[config.mk]
export PLATFORM = sky130hd
export DESIGN_NAME = ixu_regfile
export DESIGN_NICKNAME = d
export VERILOG_FILES = /design/src/rtl/ixu_regfile.sv
export SDC_FILE = /design/constraint.sdc
export NUM_CORES = 2
export LEC_CHECK = 0
export ABC_AREA = 1
export CAP_MARGIN = 25
export CORE_MARGIN = 2
export CORE_UTILIZATION = 25
export DETAILED_ROUTE_END_ITERATION = 16
export HOLD_SLACK_MARGIN = 0.1
export REMOVE_ABC_BUFFERS = 1
export SETUP_SLACK_MARGIN = 0.05
export SYNTH_ARGS = -nofsm -noshare
export SYNTH_HDL_FRONTEND = slang
export SYNTH_SLANG_ARGS = --single-unit
[constraint.sdc]
create_clock -name clk -period 5.6 [get_ports clk]
set_input_delay 1.4 -clock clk [delete_from_list [all_inputs] [get_ports clk]]
set_output_delay 1.4 -clock clk [all_outputs]
set_load 0.1 [all_outputs]
[src/rtl/ixu_regfile.sv]
// ixu_regfile: 31-entry integer register file (x0 hardwired to zero) with
// optional write-to-read forwarding and a per-register busy scoreboard that
// tracks outstanding producers between issue and writeback.
module ixu_regfile #(
  parameter int BYPASS = 1
) (
  input  logic        clk,
  input  logic        rst_n,
  input  logic [4:0]  rs1_addr,
  input  logic [4:0]  rs2_addr,
  output logic [31:0] rs1_data,
  output logic [31:0] rs2_data,
  input  logic        wr_en,
  input  logic [4:0]  rd,
  input  logic [31:0] data_in,
  input  logic        issue_en,
  input  logic [4:0]  issue_rd,
  output logic        rs1_busy,
  output logic        rs2_busy,
  output logic        issue_hazard,
  output logic [31:0] busy_vec
);

  // Index 0 has no storage, so the array starts at 1.
  logic [31:0] regs_q [1:31];
  logic [31:0] regs_d [1:31];
  logic [31:0] busy_q;
  logic [31:0] busy_d;

  logic        wr_valid;
  logic        fwd1;
  logic        fwd2;
  logic [31:0] stored1;
  logic [31:0] stored2;

  assign wr_valid = wr_en && (rd != 5'd0);
  assign fwd1     = wr_valid && (rd == rs1_addr);
  assign fwd2     = wr_valid && (rd == rs2_addr);

  // Next register contents: only the addressed entry takes data_in.
  always_comb begin
    for (int i = 1; i < 32; i++) begin
      regs_d[i] = regs_q[i];
      if (wr_valid && (rd == 5'(i))) begin
        regs_d[i] = data_in;
      end
    end
  end

  // Next busy bits: writeback clears first, then issue sets so a same-index
  // issue wins and tracks the new producer; bit 0 is never set.
  always_comb begin
    busy_d = busy_q;
    if (wr_valid) begin
      busy_d[rd] = 1'b0;
    end
    if (issue_en && (issue_rd != 5'd0)) begin
      busy_d[issue_rd] = 1'b1;
    end
    busy_d[0] = 1'b0;
  end

  // Register and scoreboard state, cleared immediately on reset.
  always_ff @(posedge clk or negedge rst_n) begin
    if (!rst_n) begin
      for (int i = 1; i < 32; i++) begin
        regs_q[i] <= 32'd0;
      end
      busy_q <= 32'd0;
    end else begin
      for (int i = 1; i < 32; i++) begin
        regs_q[i] <= regs_d[i];
      end
      busy_q <= busy_d;
    end
  end

  // Stored-value read muxes; index 0 falls through to zero.
  always_comb begin
    stored1 = 32'd0;
    stored2 = 32'd0;
    for (int i = 1; i < 32; i++) begin
      if (rs1_addr == 5'(i)) begin
        stored1 = regs_q[i];
      end
      if (rs2_addr == 5'(i)) begin
        stored2 = regs_q[i];
      end
    end
  end

  // Read data, optionally forwarded from the writeback port this cycle.
  always_comb begin
    rs1_data = stored1;
    rs2_data = stored2;
    if (BYPASS != 0) begin
      if (fwd1) begin
        rs1_data = data_in;
      end
      if (fwd2) begin
        rs2_data = data_in;
      end
    end
  end

  // Operand busy flags: with forwarding an arriving writeback releases the
  // operand now; without it the operand stays busy until the value is stored.
  always_comb begin
    if (BYPASS != 0) begin
      rs1_busy = busy_q[rs1_addr] && !(wr_en && (rd == rs1_addr));
      rs2_busy = busy_q[rs2_addr] && !(wr_en && (rd == rs2_addr));
    end else begin
      rs1_busy = busy_q[rs1_addr] || fwd1;
      rs2_busy = busy_q[rs2_addr] || fwd2;
    end
  end

  // WAW hazard: issuing to a register whose producer is still outstanding,
  // unless that producer is writing back in this same cycle.
  always_comb begin
    issue_hazard = issue_en && (issue_rd != 5'd0) && busy_q[issue_rd] &&
                   !(wr_en && (rd == issue_rd));
  end

  assign busy_vec = busy_q;

endmodule

==> flow_summary.yaml <==
run:
  maxCapViolCount: 0
timing:
  setup_viol: 57
  fin_hold_ws_ns: 0.505
  rsz0062_at_grt: "true"
  slew_headroom_pct: 31.6
  period_share_pct: 107
  fin_ws_ns: -0.410
  min_period_ns: 6.01
  maxSlewViolCount: 0
  worst_slew_pin_slew_ns: 1.02
  finClkSkew_ns: 0
  hold_violations: 0
  tns_ns: -7.56
  fmax_mhz: 166
synthesis:
  synthFlopType: "dfrtp_1"
  synth_top_cell_by_area: "dfrtp_1"
  syn_avg_cell_area_sq_um: 7.09
  syn_area_sq_mm: 0.0537
  synth_cell_types: 38
  synth_cells: 7569
  ys_ff_latch: 1023
  async_reset_ff_share_pct: 100
  synth_edf_count: 0
  yosys-top-cells-area: "dfrtp_1 48%, nand2_1 18%, o21ai_0 9.8%, nor2_1 6.7%, nand4_1 6.2%"
  yosysSeqAreaShare_pct: 47.7
  synth-warning-count: 0
  yosys.area.top_type_share_pct: 47.7
clocking:
  clk_path_buf_depth: 3
  cts-root-buf: "clkbuf_16"
  clock_latency_ns: 0.74
  path_clk_slew_ns: 0.06
  htree_levels: 3
  numClockSinks: 1023
  numCtsBuffers: 109
  cts_tree: "yes"
drt:
  drc: 0
  wl_um: 214000
  avgRoutedWirePerCell_um: 19.8
  dr.pass1.iters: 9
  drtAntennaViolNets: 0
  drtIter0Drc: 7263
  via_per_inst: 5.04
  vias: 54500
placed_design:
  place.gp.congestion: 0.931
  dp_cells: 10500
  io_buffer_count: 153
  hpwl_um: 153000
finish:
  fin_cells: 10800
  drive_gt1_share_pct: 15.1
  area.sequential_sq_mm: 0.0256
  multi_input_area_sq_mm: 0.0251
  post-route-util_pct: 32.1
  nFillCells: 22700
  area_growth_pct: 28.1
  fin_nets: 7943
global_route:
  antenna_found_initial: 5
  grt_use_total_pct: 19.1
  first_global_vias: 51800
  grt_pass1_wl_um: 323000
  overflow: 0
  grt_max_degree: 162
power_and_ir_drop:
  p_leak_nw: 30.7
  power.density_mw_per_mm2: 329
  vdd_drop_max_uv: 251
  p_total_w: 0.0227
critical_path:
  worstSetupStartpointType: "input port"
  critPathMaxFanout: 7
  cp.required_ns: 4.20
  worstSetupPathType: "input port to primary output"
  r2r_cells: 2
  end_kind: "primary output"
  worstPathArrival_ns: 4.61
min_path:
  holdCritPathClass: "flip-flop to flip-flop"
  min_path_cells: 2
run_status:
  violations: "setup timing"
  status: "finished, violations left"
floorplan:
  die-area_sq_mm: 0.219
  start_util_pct: 25.1
  die_h_um: 467
  fp.coreArea_sq_mm: 0.214
  rows: 170
  ioPinCount: 155
  die_x_um: 467
-- report_power, final --
| group | total (W) | switching [W] | internal [W] |
|---|---|---|---|
| logic | 0.00515 | 0.00349 | 0.00166 |
| registers | 0.00991 | 0.000994 | 0.00891 |
| clock network | 0.00759 | 0.00321 | 0.00438 |
| total | 0.0227 | 0.00770 | 0.0150 |
-- metrics by stage --
step | instance area (sq um) | setup slack (ns)
4_1_cts | 67900 | -0.321
5_1_grt | 68800 | -0.533
2_1_floorplan | 51600 | -2.02
3_5_place_dp | 62700 | -0.898
6_report | 68800 | -0.410
3_3_place_gp | 62600 | -1.04
-- critical path, cell delays in order --
cell and delay, ns:
buf_6 0.10, buf_12 0.13, nand2_8 0.08, inv_6 0.04
nand3_4 0.06, buf_12 0.12, buf_6 0.10, buf_6 0.10
nor2_4 0.03, nor2_2 0.10, nand4_1 0.15, nand2_1 0.13
nand4_1 0.10, nor2_1 0.16, nand4_1 0.14, nor2_2 0.14
nand4_1 0.16, nor2_2 0.16, nand4_1 0.10, nor2_1 0.15
nand4_1 0.11, nor2_1 0.11, buf_4 0.14, nand4_1 0.16
nand2_2 0.16, nand2_2 0.09, buf_12 0.17
-- repair_timing --
action	4_1_cts	5_1_grt
pin swaps	95	205
hold buffers	0	0
setup buffers	54	40
gates cloned	3	2
setup endpoints to repair	64	64
resized for setup	349	162
-- cell usage in the layout, fill, tap and decap left out, types with 6 or more instances in the layout --
| cell | count |
|---|---|
| clkdlybuf4s50_1 | 75 |
| nor3_1 | 13 |
| buf_8 | 13 |
| o21ai_1 | 22 |
| inv_1 | 497 |
| clkinv_2 | 26 |
| nand2_1 | 2572 |
| bufinv_16 | 7 |
| nand2_4 | 14 |
| inv_2 | 26 |
| nor3_2 | 23 |
| o2111ai_1 | 21 |
| clkbuf_8 | 28 |
| nor2_2 | 159 |
| o21ai_2 | 8 |
| clkbuf_16 | 115 |
| buf_6 | 59 |
| nand3_1 | 13 |
| nor2_1 | 772 |
| buf_4 | 397 |
| o221ai_1 | 21 |
| clkinv_1 | 8 |
| o21a_1 | 34 |
| a21oi_1 | 51 |
| o22ai_1 | 25 |
| o21ai_0 | 1039 |
| buf_12 | 194 |
| a22oi_1 | 19 |
| nand2_2 | 55 |
| clkbuf_1 | 22 |
| nor2_4 | 27 |
| dfrtp_1 | 1023 |
| nand4_1 | 530 |
| nand3_4 | 6 |
-- cells in the mapped netlist, types with 2 or more instances --
library cell,n
nand2_1,2639
o21ai_0,1050
dfrtp_1,1023
nor2_1,954
nand4_1,530
inv_1,519
clkbuf_1,481
a21oi_1,52
nor3_1,37
o21a_1,34
buf_2,29
o22ai_1,25
o2111ai_1,22
buf_1,21
nand3_1,21
o221ai_1,21
o21ai_1,20
a22oi_1,19
inv_2,15
buf_4,9
clkinv_1,7
a221oi_1,6
a211oi_1,4
nand2_2,4
nor3_2,4
or2_2,4
nand3_2,3
a22o_1,2
buf_6,2
nor2_2,2
o211ai_1,2
xor2_1,2
-- sequential cells by signal, summed over array words and instances, names as in the netlist --
signal and flops:
busy_vec 31, regs_q 992
-- kinds of logic after synthesis --
logic type	share of synthesized area [%]
compound gates	12.4
xor+xnor	0.0326
buf+inv	7.73
flops	47.7
other cells	0.00698
simple gates	32.1
-- metal layers --
metal / up-vias / wire length [um] / share of wire, % / GRT usage [%]
li1: 25100 / - / - / -
met1: 26300 / 91000 / 42 / 26.1
met2: 2743 / 96600 / 45 / 30.4
met3: 415 / 19800 / 9.2 / 3.52
met4: 2 / 7040 / 3.3 / 6.17
met5: - / 11 / 0.0051 / 0
-- cell type report --
type / count / area share (%)
flip-flops and latches: 1023 / 37.2
multi-input cells: 5464 / 36.5
repair buffers: 748 / 12.7
well taps: 2838 / 5.16
clock buffers: 163 / 4.79
inverters: 541 / 3.02
clock inverters: 39 / 0.613
diodes: 1 / 0.00364
-- worst paths after layout --
check                                to  slack [ns]         start
min reg2reg                 regs_q[455]        0.51   regs_q[455]
min                         regs_q[455]        0.51   regs_q[455]
max reg2reg                busy_vec[16]        4.68  busy_vec[16]
max                        rs2_data[19]       -0.41   rs2_addr[0]
min in group asynchronous   regs_q[853]        0.56         rst_n
max in group asynchronous   regs_q[206]        3.31         rst_n
Power figures use the tool's default switching activity.
